File: src/rtl/hazard_ctrl.sv
// Hazard controller for the 5-stage RV32 pipeline: load-use bubbles, redirect flushes,
// the MDU start/done handshake and DMEM wait-state freezes, plus stall/flush counters.
module hazard_ctrl #(
  parameter int LOAD_BUBBLES = 1
) (
  input  logic        clk,
  input  logic        rst,
  input  logic [4:0]  rs1_d,
  input  logic [4:0]  rs2_d,
  input  logic        rs1_used_d,
  input  logic        rs2_used_d,
  input  logic [4:0]  rd_e,
  input  logic        MemRead_e,
  input  logic        redirect_e,
  input  logic        mdu_op_e,
  input  logic        mdu_done,
  output logic        mdu_go,
  input  logic        mem_req_m,
  input  logic        mem_ready,
  output logic        stall_f,
  output logic        stall_d,
  output logic        stall_e,
  output logic        stall_m,
  output logic        flush_d,
  output logic        flush_e,
  output logic        flush_m,
  output logic        flush_w,
  output logic [31:0] stall_cycles,
  output logic [31:0] flush_count
);

  typedef enum logic [1:0] {RUN, LU_STALL, MDU_WAIT} state_t;

  state_t      state_q, state_d;
  logic        lu_cnt_q, lu_cnt_d;
  logic        done_pend_q, done_pend_d;
  logic [31:0] stall_cycles_q, stall_cycles_d;
  logic [31:0] flush_count_q, flush_count_d;
  logic        lu, mw, flush_inc;

  assign lu = MemRead_e && (rd_e != 5'd0) &&
              ((rs1_used_d && rs1_d == rd_e) || (rs2_used_d && rs2_d == rd_e));
  assign mw = mem_req_m && !mem_ready;

  always_comb begin
    state_d     = state_q;
    lu_cnt_d    = lu_cnt_q;
    done_pend_d = done_pend_q;
    flush_inc   = 1'b0;
    mdu_go      = 1'b0;
    stall_f     = 1'b0;
    stall_d     = 1'b0;
    stall_e     = 1'b0;
    stall_m     = 1'b0;
    flush_d     = 1'b0;
    flush_e     = 1'b0;
    flush_m     = 1'b0;
    flush_w     = 1'b0;

    if (mw) begin
      // Full freeze: FSM and lu_cnt hold, a done pulse is remembered for later.
      stall_f = 1'b1;
      stall_d = 1'b1;
      stall_e = 1'b1;
      stall_m = 1'b1;
      flush_w = 1'b1;
      if (mdu_done) done_pend_d = 1'b1;
    end else begin
      case (state_q)
        MDU_WAIT: begin
          if (mdu_done || done_pend_q) begin
            done_pend_d = 1'b0;
            state_d     = RUN;
          end else begin
            stall_f = 1'b1;
            stall_d = 1'b1;
            stall_e = 1'b1;
            flush_m = 1'b1;
          end
        end
        LU_STALL: begin
          lu_cnt_d = 1'b0;
          state_d  = RUN;
          if (redirect_e) begin
            flush_d   = 1'b1;
            flush_e   = 1'b1;
            flush_inc = 1'b1;
          end else begin
            stall_f = 1'b1;
            stall_d = 1'b1;
            flush_e = 1'b1;
          end
        end
        default: begin
          if (mdu_op_e) begin
            mdu_go = 1'b1;
            // A done arriving together with the start pulse releases EX at once.
            if (!mdu_done) begin
              stall_f = 1'b1;
              stall_d = 1'b1;
              stall_e = 1'b1;
              flush_m = 1'b1;
              state_d = MDU_WAIT;
            end
          end else if (redirect_e) begin
            flush_d   = 1'b1;
            flush_e   = 1'b1;
            flush_inc = 1'b1;
            lu_cnt_d  = 1'b0;
          end else if (lu) begin
            stall_f = 1'b1;
            stall_d = 1'b1;
            flush_e = 1'b1;
            if (LOAD_BUBBLES == 2) begin
              lu_cnt_d = 1'b1;
              state_d  = LU_STALL;
            end
          end
        end
      endcase
    end

    stall_cycles_d = stall_cycles_q + {31'd0, stall_f};
    flush_count_d  = flush_count_q + {31'd0, flush_inc};
  end

  always_ff @(posedge clk or posedge rst) begin
    if (rst) begin
      state_q        <= RUN;
      lu_cnt_q       <= 1'b0;
      done_pend_q    <= 1'b0;
      stall_cycles_q <= 32'd0;
      flush_count_q  <= 32'd0;
    end else begin
      state_q        <= state_d;
      lu_cnt_q       <= lu_cnt_d;
      done_pend_q    <= done_pend_d;
      stall_cycles_q <= stall_cycles_d;
      flush_count_q  <= flush_count_d;
    end
  end

  assign stall_cycles = stall_cycles_q;
  assign flush_count  = flush_count_q;

endmodule

File: config.mk
export PLATFORM = sky130hd
export DESIGN_NAME = hazard_ctrl
export DESIGN_NICKNAME = d
export VERILOG_FILES = /design/src/rtl/hazard_ctrl.sv
export SDC_FILE = /design/constraint.sdc
export NUM_CORES = 1
export LEC_CHECK = 0
export BUFFER_PORTS_ARGS = -buffer_cell sky130_fd_sc_hd__buf_2
export CORE_UTILIZATION = 51
export DETAILED_ROUTE_END_ITERATION = 12
export PLACE_DENSITY = 0.87
export SYNTH_ARGS = -nofsm -noshare
export SYNTH_HDL_FRONTEND = slang
export SYNTH_SLANG_ARGS = --single-unit
File: constraint.sdc
create_clock -name clk -period 3.13 [get_ports clk]
set_input_delay 0.626 -clock clk [delete_from_list [all_inputs] [get_ports clk]]
set_output_delay 0.626 -clock clk [all_outputs]
set_load 0.02 [all_outputs]
==> results of run 1 <==
path summary, 6_finish.rpt:
kind	from	endpoint	slack (ns)	cells past startpoint
setup / recovery	rd_e[3]	stall_cycles[14]$_DFF_PP0_	0.43	12
hold / removal	rst	stall_cycles[25]$_DFF_PP0_	0.31	2
setup reg to reg	state_q[1]$_DFFE_PP0P_	stall_cycles[14]$_DFF_PP0_	0.52	10
hold reg to reg	flush_count[31]$_DFF_PP0_	flush_count[31]$_DFF_PP0_	0.47	1
max in group asynchronous	rst	flush_count[3]$_DFF_PP0_	2.21	3
min in group clk	flush_count[31]$_DFF_PP0_	flush_count[31]$_DFF_PP0_	0.47	1
power by group through the flow:
stage               clock network (mW)  logic (mW)  registers [mW]
finish                           0.755       0.387            1.03
global route                     0.813       0.420            1.05
CTS                              0.774       0.392            1.03
detailed placement                   0       0.389            1.05
global placement                     0       0.376            1.05
floorplan                            0       0.176            1.11
area by class of cell:
class                      count  share of cell area
timing repair buffer         102               0.137
tap                           75              0.0240
clock inverter                 3              0.0166
multi-input combinational    195               0.361
sequential                    66               0.422
inverter                       4             0.00383
clock buffer                  11              0.0361
routing by layer:
layer  wire length, um  part of all wire  GRT usage  vias to the layer above
li1                  -                 -          -                     1158
met1              2800              0.43      0.268                     1192
met2              3350              0.51      0.376                       62
met3               297             0.045     0.0534                       10
met4                97             0.015     0.0982                        0
met5                 0                 0          0                        -
cells in the final DEF, fill, tap and decap left out, types with 2 or more instances in the layout:
cell type                   netlist  routed
sky130_fd_sc_hd__a21oi_1          3       3
sky130_fd_sc_hd__and2_1           6       6
sky130_fd_sc_hd__and3_1           6       6
sky130_fd_sc_hd__and4_1           7       7
sky130_fd_sc_hd__buf_2            2      97
sky130_fd_sc_hd__buf_4            4       4
sky130_fd_sc_hd__bufinv_16        0       2
sky130_fd_sc_hd__clkbuf_8         0      10
sky130_fd_sc_hd__dfrtp_1         66      66
sky130_fd_sc_hd__ha_1             4       4
sky130_fd_sc_hd__inv_1            4       3
sky130_fd_sc_hd__nand2_1         20      20
sky130_fd_sc_hd__nand3_1         27      27
sky130_fd_sc_hd__nand4_1         18      18
sky130_fd_sc_hd__nor2_1           7       7
sky130_fd_sc_hd__nor3_1           3       3
sky130_fd_sc_hd__nor4_1           2       2
sky130_fd_sc_hd__nor4_2           2       2
sky130_fd_sc_hd__nor4_4           2       2
sky130_fd_sc_hd__o21ai_0          2       2
sky130_fd_sc_hd__or4_1            3       3
sky130_fd_sc_hd__xnor2_1         52      52
sky130_fd_sc_hd__xor2_1          18      18
state kept, by name, summed over array words and instances (netlist names):
| name | cells |
|---|---|
| state_q | 1 |
| done_pend_q | 1 |
| flush_count | 32 |
| stall_cycles | 32 |
per-stage QoR:
step	power (mW)	cell area [sq um]
after global placement	1.42	3710
after global routing	2.28	3920
after CTS	2.20	3920
after detailed placement	1.44	3710
final	2.18	3920
after floorplan	1.29	3130
critical path: stages:
cell,delay [ns]
sky130_fd_sc_hd__buf_2,0.12
sky130_fd_sc_hd__or4_1,0.12
sky130_fd_sc_hd__o21ai_0,0.09
sky130_fd_sc_hd__or4_1,0.50
sky130_fd_sc_hd__o21bai_2,0.18
sky130_fd_sc_hd__ha_1,0.23
sky130_fd_sc_hd__ha_1,0.24
sky130_fd_sc_hd__nand4_1,0.15
sky130_fd_sc_hd__nor3_2,0.19
sky130_fd_sc_hd__buf_4,0.19
sky130_fd_sc_hd__nand4_1,0.13
sky130_fd_sc_hd__xnor2_1,0.15
cells by family (layout without fill, tap and decap cells):
family	count (synthesis)	after routing	share of synthesized area
buffers and inverters	11	120	0.0189
adder cells (fa/ha/maj)	4	4	0.0161
AO/OA/AOI/OAI	10	10	0.0205
AND/OR/NAND/NOR	111	111	0.218
XOR/XNOR	70	70	0.197
flip-flops	66	66	0.530
==> key figures, run 1 <==
Setup path
  – Req. time, crit path: 3.34 ns
  – Endpoint type of the worst setup path: register
  – Setup crit start kind: input port
  – Data arrival, critical path: 2.91 ns
  – Critical path class: in2reg
  – Largest fanout of any net on the critical path: 10

Routing
  – Routed length per instance: 14.4 um
  – Number of vias after detailed routing: 2422
  – First DRT Iteration DRCs: 70
  – Number of nets with antenna violations after detailed routing: 0
  – Vias per cell: 5.31
  – Total wire length after detailed routing: 6550 um
  – Number of search-and-repair iterations in the first detailed-routing pass: 4
  – Total DRC errors in the routed layout: 0

Power
  – Relative contribution of sequential cells to total power: 0.475
  – Static leakage: 1.99 nW
  – Cell Pwr Density: 556 nW/um^2
  – Net switching power: 639 uW
  – Max rail drop VDD: 0.453 mV
  – Logic pwr share: 0.178
  – Fraction of power consumed by the clock network: 0.347
  – Cell internal pwr: 1.54 mW
  – Switching part of the total: 0.293

Die
  – Initial Util: 0.526
  – Number of top-level pins: 98
  – Die width: 80.2 um
  – Placement row count: 28
  – Total Die Area: 6430 sq um
  – Height of the die: 80.2 um
  – Floorplan core area: 5920 sq um

Cells and area
  – Fraction of final layout cells with drive strength greater than 1: 0.331
  – Antenna cells: 0
  – Footprint of the multi-input gates: 1420 sq um
  – Total Nets Final: 407
  – Fillers: 445
  – Signed area change from the synthesized netlist to the final layout: 25.7%
  – Sequential standard cell area: 1650 sq um
  – Final standard cell utilization of the core: 0.662
  – Non-filler cells, final: 456

Clocking
  – Post-CTS sizing: 0
  – CTS tree: yes
  – Maximum level of the CTS H-tree: 3
  – Root buffer cell: sky130_fd_sc_hd__clkbuf_8
  – Number of setup buffers added after CTS: 0
  – Buffer levels on the longest clock path: 2
  – Latest clock arrival within the worst-skew pair: 0.33 ns
  – Number of sinks driven by the clock tree: 66
  – CTS Buf Count: 9
  – Count of hold-fix buffers inserted at cts: 0
  – Clock slew at the register clock pins of the worst setup and hold paths: 0.07 ns

Logic synthesis
  – Register bit count reported by yosys: 66
  – Post-synth cell types: 34
  – Most numerous cell in the Yosys netlist: sky130_fd_sc_hd__dfrtp_1
  – Post-synth EDFFs: 0
  – Area leader, netlist: sky130_fd_sc_hd__dfrtp_1
  – Share of the synthesized area in the top cell type: 0.530
  – Seq/Total Area, Yosys: 0.530
  – Gate count of the mapped netlist: 272
  – Syn_area_per_cell: 11.5 sq um
  – Syn nets: 301
  – Proportion of synthesized flip-flops having asynchronous set or reset: 1.00
  – Number of warnings reported in the yosys synthesis log: 0
  – Top_reg_cell synth: sky130_fd_sc_hd__dfrtp_1
  – Summed instance area of the synthesized netlist: 3120 sq um
  – Commonest cells post-synth: sky130_fd_sc_hd__dfrtp_1 (66), sky130_fd_sc_hd__xnor2_1 (52), sky130_fd_sc_hd__nand3_1 (27)
  – Ranking of synthesized cells by area: sky130_fd_sc_hd__dfrtp_1 (53%), sky130_fd_sc_hd__xnor2_1 (15%), sky130_fd_sc_hd__xor2_1 (5.1%)

Timing
  – Hold slack final: 0.311 ns
  – Min Tclk post-route: 2.70 ns
  – Setup repair after global routing missed its margin: no
  – Count of final max-slew check failures: 0
  – Share of the clock period used by the worst path: 0.862
  – Slew of the pin with the lowest slew margin: 0.473 ns
  – Setup ws final: 0.431 ns
  – Max Clock Skew: 0.00717 ns
  – Slew Limit Headroom: 0.684
  – Setup total negative slack: 0 ns
  – Setup Viol. Count Final: 0
  – Final hold violations: 0
  – Achievable Freq: 370 MHz

Hold path
  – Type of the most critical hold path: in2async

Placement
  – Dpl hpwl: 4870 um
  – PortBufs: 97
  – Placed Cells incl. Taps: 442
  – Weighted congestion at the end of routability-driven global placement: 0.801
  – Setup WS pre-CTS: 0.0893 ns

Global routing
  – Initial antenna violation count: 0
  – Overflow left after global routing: 0
  – Pin count of the biggest net entering global routing: 47
  – Combined global-route utilization of all metal layers: 0.222
  – Global-route wire length before repair: 10800 um
  – Number of global-route vias before repair: 2325

Job
  – Max-cap violation count: 0

Run status
  – Result of the run: finished clean
Note: power is estimated with default switching activity, not from simulation.
==> run 2: changes to the inputs <==
--- a/config.mk
+++ b/config.mk
@@ -6,8 +6,10 @@
 export NUM_CORES = 1
 export LEC_CHECK = 0
 export BUFFER_PORTS_ARGS = -buffer_cell sky130_fd_sc_hd__buf_2
+export CORE_ASPECT_RATIO = 0.5
 export CORE_UTILIZATION = 51
 export DETAILED_ROUTE_END_ITERATION = 12
+export HOLD_SLACK_MARGIN = 0.12
 export PLACE_DENSITY = 0.87
 export SYNTH_ARGS = -nofsm -noshare
 export SYNTH_HDL_FRONTEND = slang
==> key figures, run 2 (synthesized netlist as in run 1, its figures left out) <==
Run status
  – Result of the run: finished clean

Timing
  – Slew Limit Headroom: 0.682 (-0.00237)
  – Achievable Freq: 371 MHz (+0.15%)
  – Setup Viol. Count Final: 0 (unchanged)
  – Count of final max-slew check failures: 0 (unchanged)
  – Setup total negative slack: 0 ns (unchanged)
  – Setup repair after global routing missed its margin: no
  – Final hold violations: 0 (unchanged)
  – Min Tclk post-route: 2.70 ns (-0.00418 ns)
  – Slew of the pin with the lowest slew margin: 0.476 ns (+0.00355 ns)
  – Max Clock Skew: 0.00491 ns (-0.00227 ns)
  – Share of the clock period used by the worst path: 0.861 (-0.00133)

Placement
  – Dpl hpwl: 4890 um (+0.47%)
  – PortBufs: 97 (unchanged)
  – Standard cell area after detailed placement: 3700 sq um (-0.20%)
  – Placed Cells incl. Taps: 441 (-0.23%)
  – Weighted congestion at the end of routability-driven global placement: 0.828 (+3.4%)

Clocking
  – Root buffer cell: sky130_fd_sc_hd__clkbuf_16
  – Count of hold-fix buffers inserted at cts: 0 (unchanged)
  – CTS Buf Count: 9 (unchanged)
  – Number of setup buffers added after CTS: 0 (unchanged)
  – Clock slew at the register clock pins of the worst setup and hold paths: 0.05 ns (-0.02 ns)
  – Post-CTS sizing: 0 (unchanged)
  – CTS tree: yes
  – Maximum level of the CTS H-tree: 3 (unchanged)
  – Number of sinks driven by the clock tree: 66 (unchanged)
  – Buffer levels on the longest clock path: 2 (unchanged)
  – Latest clock arrival within the worst-skew pair: 0.32 ns (about the same)

Power
  – Fraction of power consumed by the clock network: 0.385 (+0.038)
  – Net switching power: 671 uW (+5.0%)
  – Switching part of the total: 0.291 (-0.00210)
  – Relative contribution of sequential cells to total power: 0.451 (-0.024)
  – Max rail drop VDD: 0.543 mV (+20%)
  – Cell Pwr Density: 580 nW/um^2 (+4.4%)
  – Logic pwr share: 0.164 (-0.014)
  – Total power consumption of the routed design: 2.30 mW (+5.7%)
  – Static leakage: 2.02 nW (+1.4%)
  – Cell internal pwr: 1.63 mW (+6.0%)

Setup path
  – Critical path class: in2reg
  – Worst path bufs/invs: 2 (unchanged)
  – Ordered list of cells on the worst path: buf_2, xor2_1, nor4_1, a32oi_1, o21bai_2, ha_1, ha_1, nand4_1, nor3_2, buf_4, nand4_1, xnor2_1
  – Req. time, crit path: 3.34 ns (about the same)
  – Endpoint type of the worst setup path: register
  – R2R Path Start: state_q[1]$_DFFE_PP0P_
  – Crit path largest cell delay: 0.31 ns (-0.19 ns)
  – Largest fanout of any net on the critical path: 10 (unchanged)
  – Worst setup path startpoint: rd_e[4]
  – Master of the slowest instance on the critical path: sky130_fd_sc_hd__nor4_1
  – Cell family with the largest share of critical-path delay: simple AND/OR/NAND/NOR gates
  – Data arrival, critical path: 2.90 ns (about the same)
  – Setup crit start kind: input port

Cells and area
  – Fraction of final layout cells with drive strength greater than 1: 0.331 (about the same)
  – Commonest non-fill, non-tap cells in the layout: sky130_fd_sc_hd__buf_2 (97), sky130_fd_sc_hd__dfrtp_1 (66), sky130_fd_sc_hd__xnor2_1 (52)
  – Commonest non-fill, non-tap cell in the layout: sky130_fd_sc_hd__buf_2
  – Total Nets Final: 408 (+0.25%)
  – Antenna cells: 0 (unchanged)
  – Non-filler cells, final: 457 (+0.22%)
  – Area of all placed cells without fillers: 3970 sq um (+1.3%)
  – Signed area change from the synthesized netlist to the final layout: 27.4%

Global routing
  – Initial antenna violation count: 0 (unchanged)
  – Pin count of the biggest net entering global routing: 25 (-47%)
  – Overflow left after global routing: 0 (unchanged)
  – Number of global-route vias before repair: 2409 (+3.6%)
  – Global-route wire length before repair: 10800 um (about the same)
  – Combined global-route utilization of all metal layers: 0.218 (-0.00382)

Routing
  – Vias per cell: 5.42 (+2.0%)
  – Number of nets with antenna violations after detailed routing: 0 (unchanged)
  – Total DRC errors in the routed layout: 0 (unchanged)
  – Routed length per instance: 14.5 um (+1.2%)
  – Total wire length after detailed routing: 6640 um (+1.4%)
  – Number of vias after detailed routing: 2475 (+2.2%)
  – Number of search-and-repair iterations in the first detailed-routing pass: 4 (unchanged)
  – First DRT Iteration DRCs: 190 (+170%)

Die
  – Total Die Area: 6440 sq um (+0.29%)
  – Placement row count: 19 (-32%)
  – Floorplan core area: 5680 sq um (-4.0%)
  – Die width: 113 um (+40%)
  – Height of the die: 57.3 um (-29%)
  – Initial Util: 0.548 (+0.0221)
  – Number of top-level pins: 98 (unchanged)

Hold path
  – Type of the most critical hold path: in2async

Job
  – Max-cap violation count: 0 (unchanged)
run 2: per-layer routing:
layer / track usage / routed length [um] / up-vias
met5: 0 / 0 / -
met2: 0.375 / 3350 / 87
met1: 0.264 / 2890 / 1216
met3: 0.0680 / 298 / 11
met4: 0.0838 / 94 / 0
li1: - / - / 1161
run 2: cell type report:
class | count | area (sq um)
clock buffers | 13 | 250
clock inverters | 3 | 15.0
fillers | 434 | 1710
inverters | 4 | 15.0
multi-input cells | 195 | 1420
flip-flops and latches | 66 | 1650
well taps | 73 | 91.3
repair buffers | 103 | 531
run 2: power groups by stage:
stage               Sequential (mW)  Clock, mW  Combinational, mW
detailed placement             1.05          0              0.383
global route                   1.05      0.943              0.410
floorplan                      1.11          0              0.176
global placement               1.04          0              0.370
finish                         1.04      0.886              0.378
CTS                            1.04      0.902              0.384
run 2: worst register-to-register path, stage by stage, from the launching register on:
cell and delay, ns:
sky130_fd_sc_hd__dfrtp_1 0.45, sky130_fd_sc_hd__o21a_1 0.15, sky130_fd_sc_hd__or4_1 0.42, sky130_fd_sc_hd__o21bai_2 0.17, sky130_fd_sc_hd__ha_1 0.22, sky130_fd_sc_hd__ha_1 0.24
sky130_fd_sc_hd__nand4_1 0.15, sky130_fd_sc_hd__nor3_2 0.20, sky130_fd_sc_hd__buf_4 0.19, sky130_fd_sc_hd__nand4_1 0.13, sky130_fd_sc_hd__xnor2_1 0.15
run 2: path summary, 6_finish.rpt:
kind	end	slack (ns)	cells after the start
min	stall_cycles[2]$_DFF_PP0_	0.32	2
max reg2reg	stall_cycles[14]$_DFF_PP0_	0.54	10
min reg2reg	stall_cycles[31]$_DFF_PP0_	0.47	1
min in group clk	stall_cycles[31]$_DFF_PP0_	0.47	1
max in group asynchronous	flush_count[15]$_DFF_PP0_	2.13	3
max	stall_cycles[14]$_DFF_PP0_	0.43	12
run 2: stage by stage:
| step | hold slack (ns) | setup slack [ns] | utilization |
|---|---|---|---|
| 2_1_floorplan | 0.514 | 0.158 | - |
| 3_3_place_gp | 0.455 | 0.224 | 0.652 |
| 3_5_place_dp | 0.464 | 0.0658 | 0.652 |
| 4_1_cts | 0.330 | 0.399 | 0.699 |
| 5_1_grt | 0.347 | 0.241 | 0.699 |
| 6_report | 0.319 | 0.435 | 0.699 |
